**src/rtl/multiword_add_sequencer.sv**
```systemverilog
// Multi-precision add sequencer: WORDS x 32-bit add, one word per cycle, LSW first.
// Define MWADD_SUB_EN to add the op_sub port and A-B support.

module rippleCarryAdder32 (
  input  logic [31:0] A,
  input  logic [31:0] B,
  input  logic        Cin,
  output logic [31:0] S,
  output logic        Cout,
  output logic        overFlow
);
  logic [32:0] c;

  always_comb begin
    c    = '0;
    S    = '0;
    c[0] = Cin;
    for (int unsigned i = 0; i < 32; i++) begin
      S[i]   = A[i] ^ B[i] ^ c[i];
      c[i+1] = (A[i] & B[i]) | (c[i] & (A[i] ^ B[i]));
    end
    Cout     = c[32];
    overFlow = c[32] ^ c[31];
  end
endmodule

module multiword_add_sequencer #(
  parameter int unsigned WORDS = 4
) (
  input  logic                  clk,
  input  logic                  rst_n,
  input  logic                  start_valid,
  output logic                  start_ready,
  input  logic [32*WORDS-1:0]   a_in,
  input  logic [32*WORDS-1:0]   b_in,
  input  logic                  cin,
`ifdef MWADD_SUB_EN
  input  logic                  op_sub,
`endif
  output logic                  res_valid,
  input  logic                  res_ready,
  output logic [32*WORDS-1:0]   sum_out,
  output logic                  cout,
  output logic                  overflow,
  output logic                  busy
);
  localparam int unsigned IW = (WORDS > 1) ? $clog2(WORDS) : 1;
  localparam logic [IW-1:0] LAST = IW'(WORDS - 1);

  typedef enum logic [1:0] {IDLE, RUN, DONE} state_t;

  state_t                 state_q;
  logic [IW-1:0]          idx_q;
  logic [WORDS-1:0][31:0] a_q, b_q, sum_q;
  logic                   cin_q, carry_q;
  logic                   cout_q, ovf_q, res_valid_q, start_ready_q, busy_q;
  logic [31:0]            add_a, add_b, add_s;
  logic                   add_cin, add_co, add_ov;
`ifdef MWADD_SUB_EN
  logic                   sub_q;
`endif

  always_comb begin
    add_a   = a_q[idx_q];
`ifdef MWADD_SUB_EN
    add_b   = b_q[idx_q] ^ {32{sub_q}};
`else
    add_b   = b_q[idx_q];
`endif
    add_cin = (idx_q == '0) ? cin_q : carry_q;
  end

  rippleCarryAdder32 u_adder (
    .A        (add_a),
    .B        (add_b),
    .Cin      (add_cin),
    .S        (add_s),
    .Cout     (add_co),
    .overFlow (add_ov)
  );

  always_ff @(posedge clk or negedge rst_n) begin
    if (!rst_n) begin
      state_q       <= IDLE;
      idx_q         <= '0;
      a_q           <= '0;
      b_q           <= '0;
      sum_q         <= '0;
      cin_q         <= 1'b0;
      carry_q       <= 1'b0;
      cout_q        <= 1'b0;
      ovf_q         <= 1'b0;
      res_valid_q   <= 1'b0;
      start_ready_q <= 1'b1;
      busy_q        <= 1'b0;
`ifdef MWADD_SUB_EN
      sub_q         <= 1'b0;
`endif
    end else begin
      case (state_q)
        IDLE: begin
          if (start_valid) begin
            a_q           <= a_in;
            b_q           <= b_in;
            idx_q         <= '0;
            start_ready_q <= 1'b0;
            busy_q        <= 1'b1;
            state_q       <= RUN;
`ifdef MWADD_SUB_EN
            // Subtract: word-0 carry-in of 1 completes the two's complement of B.
            sub_q         <= op_sub;
            cin_q         <= op_sub | cin;
`else
            cin_q         <= cin;
`endif
          end
        end
        RUN: begin
          sum_q[idx_q] <= add_s;
          carry_q      <= add_co;
          if (idx_q == LAST) begin
            cout_q      <= add_co;
            ovf_q       <= add_ov;
            res_valid_q <= 1'b1;
            idx_q       <= '0;
            state_q     <= DONE;
          end else begin
            idx_q <= idx_q + IW'(1);
          end
        end
        DONE: begin
          if (res_ready) begin
            res_valid_q   <= 1'b0;
            busy_q        <= 1'b0;
            start_ready_q <= 1'b1;
            state_q       <= IDLE;
          end
        end
        default: state_q <= IDLE;
      endcase
    end
  end

  assign start_ready = start_ready_q;
  assign res_valid   = res_valid_q;
  assign sum_out     = sum_q;
  assign cout        = cout_q;
  assign overflow    = ovf_q;
  assign busy        = busy_q;
endmodule

```
**config.mk**
```make
export PLATFORM = sky130hd
export DESIGN_NAME = multiword_add_sequencer
export DESIGN_NICKNAME = d
export VERILOG_FILES = /design/src/rtl/multiword_add_sequencer.sv
export SDC_FILE = /design/constraint.sdc
export NUM_CORES = 1
export LEC_CHECK = 0
export CAP_MARGIN = 20
export CORE_MARGIN = 4
export CORE_UTILIZATION = 42
export DETAILED_ROUTE_END_ITERATION = 12
export GPL_TIMING_DRIVEN = 0
export PLACE_DENSITY_LB_ADDON = 0.08
export SLEW_MARGIN = 20
export SYNTH_ARGS = -nofsm -noshare
export SYNTH_HDL_FRONTEND = slang
export SYNTH_SLANG_ARGS = --single-unit
```
**constraint.sdc**
```tcl
create_clock -name clk -period 18.67 [get_ports clk]
set_input_delay 3.734 -clock clk [delete_from_list [all_inputs] [get_ports clk]]
set_output_delay 3.734 -clock clk [all_outputs]
set_load 0.005 [all_outputs]
```
# Word level (Yosys, flattened, before mapping)
# Index checks and enable logic that the tools add are counted.
word_totals:
  register_bits: 395
  wordCells: 226
op_classes:
  n_addsub: 1
  reduce_logical: 12
  order_cmp: 2
  muxes: 23
  eq_ne: 6
  bitwise_logic: 161
ops:
  columns: ["op", "n"]
  rows:
  - ["binary-select mux 32 bit (select 2 bit)", 2]
  - ["bitwise mux 128 bit", 1]
  - ["two-way mux 32 bit", 3]
  - ["bitwise XOR 1 bit", 65]
  - ["AND 1 bit", 64]
  - ["demux 32 bit (select 2 bit)", 1]
  - ["OR 1 bit", 32]
  - ["two-way mux 2 bit", 5]
  - ["AND reduction 3 bit", 3]
  - ["two-way mux 1 bit", 6]
  - ["!= test 2 bit, second input constant", 3]
  - ["one-hot mux 1 bit (2 select lines)", 3]
  - ["one-hot mux 2 bit (3 select lines)", 1]
  - ["AND reduction 2 bit", 3]
  - ["nonzero test 2 bit", 3]
  - ["== test 2 bit, second input constant", 2]
  - ["logical NOT 2 bit", 2]
  - ["one-hot mux 2 bit (2 select lines)", 1]
  - ["< comparator 2 x 3 -> 1 bit, second input constant", 1]
  - ["adder 2 x 1 -> 2 bit, second input constant", 1]
  - ["== test 2 x 1 -> 1 bit, second input constant", 1]
  - ["greater-or-equal comparator 2 x 1 -> 1 bit, second input constant", 1]
  - ["logical AND 1 bit", 1]

# Longest topological paths before layout
logic_depth:
  ltp_word: 68
  ltp_mapped: 43

# Cells and area by module
# A second synthesis with hierarchy kept.
hier_totals:
  cells_unflattened: 978
  hier_area_um2: 17591.9
by_module_without_submodules:
  columns: ["mod", "seq_area_each_um2", "area_per_inst_um2", "cells_each", "instances"]
  rows:
  - ["multiword_add_sequencer", 9885.7, 16905.0, 935, 1]
  - ["rippleCarryAdder32", 0.0, 686.9, 43, 1]

# Least setup slack after synthesis
# No wires, ideal clock.
synth_timing:
  kind: "register to register"
  startpoint: "register idx_q[0]"
  endpoint: "register sum_q (netlist bit sum_out[127])"
  t_required_ns: 18.587
  synth_period_minus_slack_ns: 15.419
  t_arrival_ns: 15.337
  stages_incl_launch_ff: 43
  slack_ns: 3.251
  n_path_buf: 3
  path_cell_list: "dfrtp_1 -> clkbuf_1 -> buf_6 -> buf_6 -> inv_1 -> ha_1 -> mux2_2 -> fa_1 -> fa_1 -> fa_1 -> fa_1 -> fa_1 -> fa_1 -> fa_1 -> fa_1 -> fa_1 -> fa_1 -> fa_1 -> [... 7 more ...] -> inv_1 -> fa_1 -> fa_1 -> fa_1 -> fa_1 -> fa_1 -> fa_1 -> fa_1 -> fa_1 -> fa_1 -> fa_1 -> fa_1 -> fa_1 -> fa_1 -> fa_1 -> inv_1 -> fa_1 -> o21ai_0"
synth_via:
  elab_chain_cells: 67
  elab_cells_between_ends: 138
synth_lines:
  columns: ["element", "line", "rtl"]
  rows:
  - ["from (decl)", "53", "logic [IW-1:0] idx_q;"]
  - ["from (signal assigned)", "128", "idx_q <= idx_q + IW'(1);"]
  - ["binary-select mux 32 bit (select 2 bit), on equally long branches", "64, 68", null]
  - ["two-way mux 32 bit, on equally long branches", "64, 68", null]
  - ["bitwise XOR 1 bit", "20", "c[i+1] = (A[i] & B[i]) | (c[i] & (A[i] ^ B[i]));"]
  - ["AND 1 bit", "20", null]
  - ["OR 1 bit", "20", null]
  - ["AND 1 bit", "20", null]
  - ["OR 1 bit", "20", null]
  - ["AND 1 bit", "20", null]
  - ["[... 51 more ...]", null, null]
  - ["AND 1 bit", "20", null]
  - ["OR 1 bit", "20", null]
  - ["AND 1 bit", "20", null]
  - ["OR 1 bit", "20", null]
  - ["AND 1 bit", "20", null]
  - ["OR 1 bit", "20", null]
  - ["bitwise XOR 1 bit", "19", "S[i] = A[i] ^ B[i] ^ c[i];"]
  - ["bitwise mux 128 bit (*)", "119", "sum_q[idx_q] <= add_s;"]
  - ["to (signal, indexed assignment)", "119", null]
  - ["to (decl)", "54", "logic [WORDS-1:0][31:0] a_q, b_q, sum_q;"]
# Mark *: on every way between the ends. The rest lies on a longest branch, timed or not. The select of a mux whose other input is x is not followed.
# A chain may end at the register's enable or synchronous reset.

# Worst setup path after layout
layout_timing:
  startpoint: "register idx_q[1]"
  endpoint: "register sum_q (netlist bit sum_out[95])"
# The elaborated chain is that of the path after synthesis.

==> flow_summary.json <==
{
  "io_buffer_count": 393,
  "drive_gt1_frac": 0.3912,
  "die_area_sq_um": 46310,
  "ys_top_cells_by_count": "dfrtp_1 (394), mux2_4 (230), mux2_2 (147)",
  "critPathRequiredTime_ns": 19.14,
  "synth_ff_type": "dfrtp_1",
  "clockRootBuffer": "clkbuf_16",
  "hold_viol_final": 0,
  "hold_depth": 2,
  "io_pins": 394,
  "fin_skew_ns": 0.01441,
  "power.density_nw_per_um2": 210.3,
  "cts_buffers": 44,
  "clockPowerShare": 0.173,
  "drc": 0,
  "p_switching_mw": 1.689,
  "final.period_utilization": 0.9037,
  "total_power_mw": 5.102,
  "synthCells": 988,
  "leakagePower_nw": 10.45,
  "grt_max_degree": 89,
  "relSlewSlack": 0.3672,
  "antenna_found_initial": 12,
  "max_cap_violations": 0,
  "comb_power_share": 0.522,
  "num_rows": 75,
  "worstSetupPathType": "reg2reg",
  "synth_cell_types": 26,
  "r2r_cells": 41,
  "synth_nets": 1285,
  "routedWlPerCell_microns": 25.01,
  "routed_via_density": 5.103,
  "async_reset_ff_frac": 1.000,
  "syn_area_per_cell_sq_um": 18.25,
  "initial_core_util": 0.4270,
  "clk_pin_slew_ns": 0.06,
  "synthTopCellsByArea": "dfrtp_1 (55%), mux2_4 (19%), mux2_2 (9.2%)",
  "drt_pass1_iterations": 4,
  "arrival_ns": 17.34,
  "end_kind": "register",
  "post_cts_resized": 0,
  "fp.coreArea_sq_um": 42230,
  "grt_pass1_vias": 11600,
  "gp_congestion": 0.7685,
  "rsz0062_at_grt": "false",
  "ys_seq_area_frac": 0.5483,
  "worst_path_most_repeated_cell": "fa_1",
  "drt_iter0_markers": 510,
  "synth_edf_count": 0,
  "yosysWarnings": 0,
  "dieHeight_microns": 215.2,
  "drv_slew": 0,
  "routed_wl_microns": 50250,
  "cts.htree.levels": 2,
  "cts_tree": "yes",
  "r2r-start": "idx_q[1]",
  "clock_path_buffers": 3,
  "postRouteAntennaNets": 0,
  "run_status": "complete, no violations",
  "swShare": 0.3311,
  "pre_cts_ws_ns": 1.719,
  "syn-cell-area_sq_um": 18030,
  "internal_power_mw": 3.412,
  "yosys.area.top_type": "dfrtp_1",
  "cts_hold_buf": 0,
  "num-nets-final": 1729,
  "tightest_slew_ns": 0.9492,
  "hpwl_microns": 36760,
  "ys_ff_latch": 395,
  "vdd_drop_max_mv": 0.08434,
  "max_freq_ghz": 0.05927,
  "hp-start": "start_ready",
  "setup_viol": 0,
  "syn_to_final_growth_pct": 34.55,
  "die_w_microns": 215.2,
  "setup_ws_ns": 1.798,
  "path_max_fanout": 10,
  "via_count": 10250,
  "synth_top_area_frac": 0.5468,
  "synth.most_common_cell": "dfrtp_1",
  "post-cts-setup-buffer-count": 0,
  "fillers": 3378,
  "crit_path_start_kind": "register",
  "slowest_delay_ns": 0.49,
  "grt_pass1_wl_microns": 75850,
  "cp_slowest_cell": "fa_1",
  "period_minus_slack_ns": 16.87,
  "clk_latency_ns": 0.56,
  "hold_path_class": "reg2reg",
  "cts_sinks": 395,
  "startpoint": "idx_q[1]",
  "grt.total_usage": 0.2177,
  "overflow": 0,
  "seq_power_share": 0.305
}
## metrics by stage
step           utilization  TNS (ns)  area [sq um]  hold slack, ns  instances
2_1_floorplan            -         0         18030          0.4460        988
3_3_place_gp        0.5361  -1596.02         22640          0.4608       1920
3_5_place_dp        0.5395         0         22780          0.4583       1925
4_1_cts             0.5740         0         24240          0.4736       2001
5_1_grt             0.5743         0         24250          0.5070       2005
6_report            0.5745         0         24260          0.4733       2009
## registers in the layout (all words and copies together) (netlist names), 2 cells and up
signal   flops
a_q        128
b_q        128
sum_out    128
idx_q        2
state_q      2
## critical path, delay by kind of cell, from the launching register on
family / cells / cell delay (ns)
mux: 1 / 0.32
fa+ha+maj: 33 / 14.78
flops: 1 / 0.40
buf+inv: 6 / 1.08
compound gates: 1 / 0.20
## path summary, 6_finish.rpt
check / endpoint / slack (ns)
hold / removal: start_ready / 0.47
hold reg to reg: start_ready / 0.47
max in group asynchronous: b_q[84] / 14.03
setup / recovery: sum_out[95] / 1.80
setup reg to reg: sum_out[95] / 1.80
min in group asynchronous: sum_out[35] / 3.08
## power groups by stage
stage	Clock (mW)	Sequential, mW	Combinational, mW
after floorplan	0	1.51	1.77
after global placement	0	1.56	2.65
after detailed placement	0	1.56	2.70
after CTS	0.904	1.56	2.71
after global routing	0.937	1.61	2.90
final	0.882	1.56	2.66
## cells in the final DEF (no fill, tap or decap), types with 12 or more instances in the layout
master,Yosys,layout
fa_1,32,32
mux2_4,230,230
buf_6,41,41
nand2_1,12,12
clkdlybuf4s50_1,0,392
dfrtp_1,394,394
inv_1,12,12
clkbuf_8,0,13
mux4_2,64,64
clkbuf_16,0,45
clkbuf_1,2,13
mux2_2,147,147
## cells by family (layout without fill, tap and decap cells)
kind of cell / after synthesis / after routing / synth area share
muxes: 442 / 442 / 0.3639
DFF: 395 / 395 / 0.5483
buffers and inverters: 70 / 544 / 0.03262
adders and majority gates: 36 / 36 / 0.03831
AOI/OAI and AO/OA: 22 / 22 / 0.006800
and+or+nand+nor: 22 / 22 / 0.009576
xor gates and xnor gates: 1 / 1 / 0.0004859
other: 0 / 8 / 0
## per-layer routing
metal	global-route usage	share of wire
met3	0.06667	0.068
met4	0.06270	0.021
met1	0.2922	0.44
met2	0.3440	0.47
met5	0.01354	0.0032
## layout make-up
cell class / instances / area [sq um] / share of cell area
sequential: 395 / 9886 / 0.4075
multi-input combinational: 523 / 7556 / 0.3115
timing repair buffer: 398 / 4076 / 0.1680
clock buffer: 69 / 1346 / 0.05550
tap: 539 / 674.4 / 0.02780
buffer: 58 / 543.0 / 0.02238
clock inverter: 7 / 112.6 / 0.004642
inverter: 12 / 45.04 / 0.001857
antenna: 8 / 20.02 / 0.0008252
No activity file was read; power rests on OpenSTA's default activity.
